## src/rtl/alu_share_arbiter_pkg.sv

```systemverilog
// Shared definitions for the two-requester ALU sharing arbiter.
//   - alu_ctrl_e : 4-bit ALUControl encodings understood by the shared ALU.
//   - pri_e      : round-robin priority pointer state.
// The arbiter never decodes ALUControl; codes (including unused ones)
// travel through as plain 4-bit vectors. The enum gives them readable names.
package alu_share_arbiter_pkg;

  typedef enum logic [3:0] {
    ALU_ADD   = 4'b0000,
    ALU_SUB   = 4'b0001,
    ALU_AND   = 4'b0010,
    ALU_OR    = 4'b0011,
    ALU_XOR   = 4'b0100,
    ALU_SLT   = 4'b0101,
    ALU_SLTU  = 4'b0110,
    ALU_SLL   = 4'b0111,
    ALU_SRL   = 4'b1000,
    ALU_SRA   = 4'b1001,
    ALU_AUIPC = 4'b1110,
    ALU_LUI   = 4'b1111
  } alu_ctrl_e;

  // Which requester wins when both are eligible.
  typedef enum logic {
    PRI0 = 1'b0,
    PRI1 = 1'b1
  } pri_e;

  localparam int unsigned NUM_REQ = 2;

endpackage : alu_share_arbiter_pkg

```

## src/rtl/alu_share_arbiter_if.sv

```systemverilog
// Bus bundle between two ALU requesters, the shared ALU and the arbiter.
//   Requester side : req_valid/req_ready, reqN_ctrl/a/b,
//                    rsp_valid/rsp_ready, rspN_result/zero, gntN_cnt
//   ALU side       : alu_ctrl/alu_a/alu_b out, alu_result/alu_zero back
// modport slave  : the arbiter.
// modport master : requesters plus the shared ALU (the surrounding system).
interface alu_share_arbiter_if #(
  parameter int WIDTH = 32,
  parameter int CNT_W = 16
);

  logic [1:0]       req_valid;
  logic [1:0]       req_ready;
  logic [3:0]       req0_ctrl;
  logic [3:0]       req1_ctrl;
  logic [WIDTH-1:0] req0_a;
  logic [WIDTH-1:0] req0_b;
  logic [WIDTH-1:0] req1_a;
  logic [WIDTH-1:0] req1_b;

  logic [3:0]       alu_ctrl;
  logic [WIDTH-1:0] alu_a;
  logic [WIDTH-1:0] alu_b;
  logic [WIDTH-1:0] alu_result;
  logic             alu_zero;

  logic [1:0]       rsp_valid;
  logic [1:0]       rsp_ready;
  logic [WIDTH-1:0] rsp0_result;
  logic [WIDTH-1:0] rsp1_result;
  logic             rsp0_zero;
  logic             rsp1_zero;

  logic [CNT_W-1:0] gnt0_cnt;
  logic [CNT_W-1:0] gnt1_cnt;

  modport slave (
    input  req_valid, req0_ctrl, req1_ctrl, req0_a, req0_b, req1_a, req1_b,
    output req_ready,
    output alu_ctrl, alu_a, alu_b,
    input  alu_result, alu_zero,
    output rsp_valid, rsp0_result, rsp1_result, rsp0_zero, rsp1_zero,
    input  rsp_ready,
    output gnt0_cnt, gnt1_cnt
  );

  modport master (
    output req_valid, req0_ctrl, req1_ctrl, req0_a, req0_b, req1_a, req1_b,
    input  req_ready,
    input  alu_ctrl, alu_a, alu_b,
    output alu_result, alu_zero,
    input  rsp_valid, rsp0_result, rsp1_result, rsp0_zero, rsp1_zero,
    output rsp_ready,
    input  gnt0_cnt, gnt1_cnt
  );

endinterface : alu_share_arbiter_if

```

## src/rtl/alu_share_arbiter_rsp_slot.sv

```systemverilog
// alu_rsp_slot: single-entry response register for one requester.
//   clk, rst     : clock, asynchronous active-low reset
//   load         : capture load_result/load_zero, valid set next cycle
//   consume      : requester takes the entry this cycle
//   load_result  : ALU result to capture
//   load_zero    : ALU zero flag to capture
//   valid        : entry holds an unconsumed response
//   result, zero : captured response
// Load wins over consume, so a same-cycle consume+load keeps valid high and
// sustains one operation per cycle. Data only changes on load.
module alu_rsp_slot #(
  parameter int WIDTH = 32
) (
  input  logic             clk,
  input  logic             rst,
  input  logic             load,
  input  logic             consume,
  input  logic [WIDTH-1:0] load_result,
  input  logic             load_zero,
  output logic             valid,
  output logic [WIDTH-1:0] result,
  output logic             zero
);

  always_ff @(posedge clk or negedge rst) begin
    if (!rst) begin
      // NOTE: the data registers are reset too, not just valid, because the
      // captured result is visible on the ports and must read 0 after reset.
      valid  <= 1'b0;
      result <= '0;
      zero   <= 1'b0;
    end else if (load) begin
      valid  <= 1'b1;
      result <= load_result;
      zero   <= load_zero;
    end else if (consume && valid) begin
      valid  <= 1'b0;
    end
  end

endmodule : alu_rsp_slot

```

## src/rtl/alu_share_arbiter.sv

```systemverilog
// alu_share_arbiter: lets two requesters share one combinational ALU.
//   clk, rst : clock, asynchronous active-low reset
//   bus      : alu_share_arbiter_if.slave (requests, ALU drive/return,
//              per-requester response slots, grant counters)
// Each cycle at most one eligible requester is granted; its ctrl/operands
// drive the ALU in that cycle and the ALU result is captured into that
// requester's response slot (visible one cycle later). A requester is
// eligible only if its slot is empty or being drained in the same cycle,
// so a response is never overwritten. Ties go to the pointer, which then
// moves to the other requester.
module alu_share_arbiter
  import alu_share_arbiter_pkg::*;
#(
  parameter int WIDTH = 32,
  parameter int CNT_W = 16
) (
  input  logic                 clk,
  input  logic                 rst,
  alu_share_arbiter_if.slave   bus
);

  pri_e             pri_q;
  pri_e             pri_d;
  logic [1:0]       eligible;
  logic [1:0]       win;
  logic [1:0]       rsp_valid;
  logic [3:0]       alu_ctrl;
  logic [WIDTH-1:0] alu_a;
  logic [WIDTH-1:0] alu_b;
  logic [CNT_W-1:0] gnt0_q;
  logic [CNT_W-1:0] gnt1_q;

  // A full slot can accept a new result only if it drains this cycle.
  assign eligible[0] = bus.req_valid[0] && (!rsp_valid[0] || bus.rsp_ready[0]);
  assign eligible[1] = bus.req_valid[1] && (!rsp_valid[1] || bus.rsp_ready[1]);

  // Priority pointer state register.
  always_ff @(posedge clk or negedge rst) begin
    if (!rst) begin
      pri_q <= PRI0;
    end else begin
      // NOTE: sequential state always uses non-blocking assignment so every
      // flop samples pre-edge values regardless of process ordering.
      pri_q <= pri_d;
    end
  end

  // Grant decision and pointer next state. Grants are suppressed while reset
  // is held so no ready is shown to a requester that cannot be served.
  always_comb begin
    // NOTE: every output of this block gets a default first so no path
    // leaves it unassigned and no latch is inferred.
    win   = 2'b00;
    pri_d = pri_q;
    if (rst) begin
      unique case (eligible)
        2'b01:   win = 2'b01;
        2'b10:   win = 2'b10;
        2'b11:   win = (pri_q == PRI0) ? 2'b01 : 2'b10;
        default: win = 2'b00;
      endcase
    end
    if (win[0]) begin
      pri_d = PRI1;
    end else if (win[1]) begin
      pri_d = PRI0;
    end
  end

  // ALU operand mux: idle ALU sees ADD of zeros.
  always_comb begin
    alu_ctrl = 4'b0000;
    alu_a    = '0;
    alu_b    = '0;
    if (win[0]) begin
      alu_ctrl = bus.req0_ctrl;
      alu_a    = bus.req0_a;
      alu_b    = bus.req0_b;
    end else if (win[1]) begin
      alu_ctrl = bus.req1_ctrl;
      alu_a    = bus.req1_a;
      alu_b    = bus.req1_b;
    end
  end

  alu_rsp_slot #(.WIDTH(WIDTH)) u_slot0 (
    .clk         (clk),
    .rst         (rst),
    .load        (win[0]),
    .consume     (bus.rsp_ready[0]),
    .load_result (bus.alu_result),
    .load_zero   (bus.alu_zero),
    .valid       (rsp_valid[0]),
    .result      (bus.rsp0_result),
    .zero        (bus.rsp0_zero)
  );

  alu_rsp_slot #(.WIDTH(WIDTH)) u_slot1 (
    .clk         (clk),
    .rst         (rst),
    .load        (win[1]),
    .consume     (bus.rsp_ready[1]),
    .load_result (bus.alu_result),
    .load_zero   (bus.alu_zero),
    .valid       (rsp_valid[1]),
    .result      (bus.rsp1_result),
    .zero        (bus.rsp1_zero)
  );

  // Saturating acceptance counters.
  always_ff @(posedge clk or negedge rst) begin
    if (!rst) begin
      gnt0_q <= '0;
      gnt1_q <= '0;
    end else begin
      if (win[0] && (gnt0_q != '1)) gnt0_q <= gnt0_q + CNT_W'(1);
      if (win[1] && (gnt1_q != '1)) gnt1_q <= gnt1_q + CNT_W'(1);
    end
  end

  assign bus.req_ready = win;
  assign bus.alu_ctrl  = alu_ctrl;
  assign bus.alu_a     = alu_a;
  assign bus.alu_b     = alu_b;
  assign bus.rsp_valid = rsp_valid;
  assign bus.gnt0_cnt  = gnt0_q;
  assign bus.gnt1_cnt  = gnt1_q;

endmodule : alu_share_arbiter

```

## src/flat_wrapper.sv

```systemverilog
// flat-port wrapper written by rule: the top's interface ports become plain ports
module alu_share_arbiter_flat import alu_share_arbiter_pkg::*;
#(
  parameter int WIDTH = 32,
  parameter int CNT_W = 16
)
  (clk, rst, bus_req_valid, bus_req0_ctrl, bus_req1_ctrl, bus_req0_a, bus_req0_b, bus_req1_a, bus_req1_b, bus_req_ready, bus_alu_ctrl, bus_alu_a, bus_alu_b, bus_alu_result, bus_alu_zero, bus_rsp_valid, bus_rsp0_result, bus_rsp1_result, bus_rsp0_zero, bus_rsp1_zero, bus_rsp_ready, bus_gnt0_cnt, bus_gnt1_cnt);
  alu_share_arbiter_if #(.WIDTH(WIDTH), .CNT_W(CNT_W)) bus_i ();
  input  logic clk;
  input  logic rst;
  input wire logic [$bits(bus_i.req_valid)-1:0] bus_req_valid;
  input wire logic [$bits(bus_i.req0_ctrl)-1:0] bus_req0_ctrl;
  input wire logic [$bits(bus_i.req1_ctrl)-1:0] bus_req1_ctrl;
  input wire logic [$bits(bus_i.req0_a)-1:0] bus_req0_a;
  input wire logic [$bits(bus_i.req0_b)-1:0] bus_req0_b;
  input wire logic [$bits(bus_i.req1_a)-1:0] bus_req1_a;
  input wire logic [$bits(bus_i.req1_b)-1:0] bus_req1_b;
  output wire logic [$bits(bus_i.req_ready)-1:0] bus_req_ready;
  output wire logic [$bits(bus_i.alu_ctrl)-1:0] bus_alu_ctrl;
  output wire logic [$bits(bus_i.alu_a)-1:0] bus_alu_a;
  output wire logic [$bits(bus_i.alu_b)-1:0] bus_alu_b;
  input wire logic [$bits(bus_i.alu_result)-1:0] bus_alu_result;
  input wire logic [$bits(bus_i.alu_zero)-1:0] bus_alu_zero;
  output wire logic [$bits(bus_i.rsp_valid)-1:0] bus_rsp_valid;
  output wire logic [$bits(bus_i.rsp0_result)-1:0] bus_rsp0_result;
  output wire logic [$bits(bus_i.rsp1_result)-1:0] bus_rsp1_result;
  output wire logic [$bits(bus_i.rsp0_zero)-1:0] bus_rsp0_zero;
  output wire logic [$bits(bus_i.rsp1_zero)-1:0] bus_rsp1_zero;
  input wire logic [$bits(bus_i.rsp_ready)-1:0] bus_rsp_ready;
  output wire logic [$bits(bus_i.gnt0_cnt)-1:0] bus_gnt0_cnt;
  output wire logic [$bits(bus_i.gnt1_cnt)-1:0] bus_gnt1_cnt;
  assign bus_i.req_valid = bus_req_valid;
  assign bus_i.req0_ctrl = bus_req0_ctrl;
  assign bus_i.req1_ctrl = bus_req1_ctrl;
  assign bus_i.req0_a = bus_req0_a;
  assign bus_i.req0_b = bus_req0_b;
  assign bus_i.req1_a = bus_req1_a;
  assign bus_i.req1_b = bus_req1_b;
  assign bus_req_ready = bus_i.req_ready;
  assign bus_alu_ctrl = bus_i.alu_ctrl;
  assign bus_alu_a = bus_i.alu_a;
  assign bus_alu_b = bus_i.alu_b;
  assign bus_i.alu_result = bus_alu_result;
  assign bus_i.alu_zero = bus_alu_zero;
  assign bus_rsp_valid = bus_i.rsp_valid;
  assign bus_rsp0_result = bus_i.rsp0_result;
  assign bus_rsp1_result = bus_i.rsp1_result;
  assign bus_rsp0_zero = bus_i.rsp0_zero;
  assign bus_rsp1_zero = bus_i.rsp1_zero;
  assign bus_i.rsp_ready = bus_rsp_ready;
  assign bus_gnt0_cnt = bus_i.gnt0_cnt;
  assign bus_gnt1_cnt = bus_i.gnt1_cnt;
  alu_share_arbiter #(.WIDTH(WIDTH), .CNT_W(CNT_W)) u_core (.clk(clk), .rst(rst), .bus(bus_i));
endmodule
```

## config.mk

```make
export PLATFORM = sky130hd
export DESIGN_NAME = alu_share_arbiter_flat
export DESIGN_NICKNAME = d
export VERILOG_FILES = /design/src/rtl/alu_share_arbiter_pkg.sv /design/src/rtl/alu_share_arbiter_if.sv /design/src/rtl/alu_share_arbiter_rsp_slot.sv /design/src/rtl/alu_share_arbiter.sv /design/src/flat_wrapper.sv
export SDC_FILE = /design/constraint.sdc
export NUM_CORES = 1
export LEC_CHECK = 0
export BUFFER_PORTS_ARGS = -buffer_cell sky130_fd_sc_hd__buf_2
export CORE_AREA = 2 2 133 135
export DETAILED_ROUTE_END_ITERATION = 6
export DIE_AREA = 0 0 135 137
export PLACE_DENSITY = 0.59
export SETUP_SLACK_MARGIN = 0.2
export SLEW_MARGIN = 20
export SYNTH_ARGS = -nofsm -noshare
export SYNTH_HDL_FRONTEND = slang
export SYNTH_SLANG_ARGS = --single-unit
```

## constraint.sdc

```tcl
create_clock -name clk -period 4 [get_ports clk]
set_input_delay 0.8 -clock clk [delete_from_list [all_inputs] [get_ports clk]]
set_output_delay 0.8 -clock clk [all_outputs]
set_load 0.02 [all_outputs]
```

==> results.py <==
metrics = {
    "floorplan": {
        "die-area_um2": 18500,
        "num_io_pins": 345,
        "row_count": 48,
        "initial_core_util_pct": 28.9,
        "die_h_um": 137,
        "die_w_um": 135,
        "core_um2": 17100,
    },
    "critical_path": {
        "cp.arrival_ns": 2.58,
        "cpMostUsedCell": "buf_4",
        "path_delay_family": "buffers and inverters",
        "crit_type": "in2out",
        "cp_slowest_cell": "clkinv_2",
        "critPathMaxFanout": 35,
        "cp_num_cells": 7,
        "crit_buf_inv": 4,
        "end_kind": "primary output",
        "crit_chain": "buf_4, and2_1, o211ai_4, clkinv_2, buf_4, a22o_1, buf_2",
        "r2r_cells": 5,
        "critPathMaxStageDelay_ns": 0.45,
        "start_kind": "primary input",
        "crit_required_ns": 3.20,
    },
    "logic_synthesis": {
        "synthTopCellsByCount": "212 x nand2_1, 101 x dfrtp_1, 68 x a22o_1, 26 x xor2_1, 16 x buf_2",
        "ys_types": 40,
        "synth_top_family_by_area": "simple AND/OR/NAND/NOR gates",
        "synth.area.top_cells": "dfrtp_1 51%, nand2_1 16%, a22o_1 12%, xor2_1 4.6%, nor4_1 1.8%",
        "synth_warnings": 0,
        "avgSynthCellArea_um2": 9.35,
        "synthAdderAreaFrac_pct": 0.508,
        "synth_seq_area_share_pct": 51.3,
        "ys_ff_latch": 101,
        "synth_cells": 527,
        "synth_top_flop_cell": "dfrtp_1",
        "synthArstFlopShare_pct": 100,
        "synth_top_area_share_pct": 51.3,
        "synth_xor_area_share_pct": 4.98,
        "synth_compound_area_share_pct": 12.8,
        "netlist.top_cell.by_area": "dfrtp_1",
        "syn_area_um2": 4930,
        "synth_mux_area_share_pct": 0.762,
        "synth_edf_count": 0,
        "synth-simple-area-share_pct": 25.6,
        "syn_nets": 704,
        "synth_most_common_cell": "nand2_1",
    },
    "timing": {
        "grt_setup_unrepaired": "no",
        "setup_tns_ns": 0,
        "hold_viol_final": 0,
        "finalSetupViolCount": 0,
        "skew_ns": 0.00566,
        "finalMaxSlewViolations": 0,
        "worst_slew_pin_slew_ns": 0.739,
        "timing.final.crit_share_pct": 84.6,
        "relSlewSlack_pct": 50.3,
        "fmax_mhz": 295,
        "fin_crit_ns": 3.38,
    },
    "cells_and_area": {
        "final_util_pct": 41.9,
        "fillCellCount": 1733,
        "nets": 1030,
        "layout-drive-gt1-share_pct": 44.9,
        "area_growth_pct": 44.9,
    },
    "global_routing": {
        "first_global_vias": 4630,
        "grt_pass1_wl_mm": 25.5,
        "antenna_found_initial": 1,
        "grt_util_all_layers_pct": 17.9,
        "grt_max_degree": 63,
        "gr-total-overflow": 0,
    },
    "power": {
        "internal_power_uw": 2130,
        "p_seq_share_pct": 40.9,
        "switchingPower_uw": 1340,
        "clock_power_share_pct": 24.0,
        "swShare_pct": 38.8,
        "p_per_area_nw_per_um2": 486,
        "power_frac_comb_pct": 35.0,
        "vdd_drop_max_mv": 0.230,
        "p_leak_uw": 0.00413,
    },
    "placed_design": {
        "portBuffers": 344,
        "dp_hpwl_mm": 13.2,
        "place_congestion": 0.820,
    },
    "clocking": {
        "cts_tree": "yes",
        "cts_buffers": 9,
        "clk_latency_ns": 0.35,
        "clk_pin_slew_worst_paths_ns": 0.07,
        "clk_path_buf_depth": 2,
        "cts_max_level": 3,
        "cts_resized": 0,
        "cts_sinks": 101,
        "cts_hold_buf": 0,
        "root_buffer": "clkbuf_16",
        "cts_setup_buffers": 0,
    },
    "detailed_routing": {
        "drt-wirelength-per-cell_um": 16.1,
        "postRouteAntennaNets": 0,
        "met1Wirelength_mm": 7.46,
        "drc": 0,
        "met3_length_mm": 1.38,
        "drt-pass1-iter-count": 4,
        "vias": 5089,
        "drtIter0Drc": 327,
        "top_layer": "met4",
        "viasPerCell": 4.69,
        "met2_length_mm": 8.30,
        "wl_mm": 17.4,
    },
    "hold_path": {
        "hold_class": "in2async",
    },
    "status": {
        "status": "complete, no violations",
    },
    "run": {
        "drv_cap": 0,
    },
}
-- cells in the final DEF, fill, tap and decap left out, drive strengths merged --
| cell type | netlist | layout |
|---|---|---|
| nor4b | 2 | 2 |
| a22o | 68 | 68 |
| clkinv | 0 | 5 |
| a21oi | 1 | 1 |
| diode | 0 | 1 |
| ha | 2 | 2 |
| dfrtp | 101 | 101 |
| and2 | 2 | 2 |
| clkbuf | 14 | 10 |
| clkinvlp | 0 | 2 |
| xnor2 | 2 | 2 |
| inv | 3 | 2 |
| nor2b | 2 | 2 |
| nor4 | 17 | 17 |
| nor3 | 9 | 9 |
| mux2 | 3 | 3 |
| nor3b | 2 | 2 |
| nand3 | 9 | 9 |
| o21ai | 1 | 1 |
| a211o | 1 | 1 |
| or2 | 2 | 2 |
| nand2 | 212 | 212 |
| xor2 | 26 | 26 |
| o211ai | 1 | 1 |
| nand4 | 12 | 12 |
| buf | 24 | 353 |
| a31oi | 1 | 1 |
| nand2b | 2 | 2 |
| and3 | 3 | 3 |
| nor2 | 3 | 3 |
| and4 | 2 | 2 |
-- layout make-up --
type,instances,area [um^2],share of cell area (%)
antenna,1,2.50,0.0350
clock buffer,10,239,3.35
clock inverter,6,46.3,0.648
inverter,3,13.8,0.193
multi-input combinational,385,2210,31.0
sequential,101,2530,35.4
tap,225,282,3.94
timing repair buffer,353,1820,25.4
-- worst reg2reg max path, cell delays in order, from the launching register on --
cell and delay, ns:
dfrtp_1 0.41, ha_1 0.22, nand4_1 0.20, nor4_4 0.72
nor2_1 0.16, mux2_2 0.31
-- state kept, by name (all words and copies together) (netlist names) --
register and flops:
u_core.u_slot0.result 32, u_core.u_slot0.zero 1, u_core.u_slot1.valid 1, u_core.bus.gnt1_cnt 16, u_core.pri_q 1, u_core.u_slot0.valid 1
u_core.u_slot1.result 32, u_core.bus.gnt0_cnt 16, u_core.u_slot1.zero 1
-- power groups by stage --
| stage | Combinational (uW) | Clock [uW] | Sequential (uW) |
|---|---|---|---|
| 2_1_floorplan | 447 | 0 | 1700 |
| 3_3_place_gp | 1220 | 0 | 1430 |
| 3_5_place_dp | 1230 | 0 | 1440 |
| 4_1_cts | 1230 | 870 | 1420 |
| 5_1_grt | 1320 | 908 | 1450 |
| 6_report | 1220 | 834 | 1420 |
-- metrics by stage --
stage	hold WS, ns	power (uW)	setup WS [ns]	cell area, um^2	std cells
CTS	0.299	3520	0.624	7140	1083
detailed placement	0.457	2670	0.618	6850	1067
finish	0.305	3470	0.616	7140	1084
global route	0.308	3690	0.481	7140	1084
floorplan	0.494	2140	1.26	4930	527
global placement	0.452	2660	0.664	6850	1067
-- worst paths after layout --
check,endpoint,from,slack (ns)
max,bus_alu_b[23],rst,0.62
min,u_core.u_slot1.result[18]$_DFFE_PN0N_,rst,0.31
max reg2reg,u_core.bus.gnt0_cnt[1]$_DFFE_PN0P_,u_core.bus.gnt0_cnt[0]$_DFFE_PN0P_,1.87
min reg2reg,u_core.u_slot0.result[21]$_DFFE_PN0P_,u_core.u_slot0.result[21]$_DFFE_PN0P_,0.47
max in group asynchronous,u_core.u_slot1.result[0]$_DFFE_PN0N_,rst,2.29
min in group clk,u_core.u_slot0.result[21]$_DFFE_PN0P_,u_core.u_slot0.result[21]$_DFFE_PN0P_,0.47
-- cell families after synthesis --
logic type | after synthesis
buf+inv | 41
mux | 3
compound gates | 73
fa+ha+maj | 2
flops | 101
xor+xnor | 28
simple gates | 279
-- metal layers --
metal | GRT usage, % | up-vias
met5 | 0 | -
met4 | 4.57 | 0
met3 | 5.56 | 13
met2 | 28.3 | 234
met1 | 23.9 | 2390
li1 | - | 2452
Note: power is estimated with default switching activity, not from simulation.
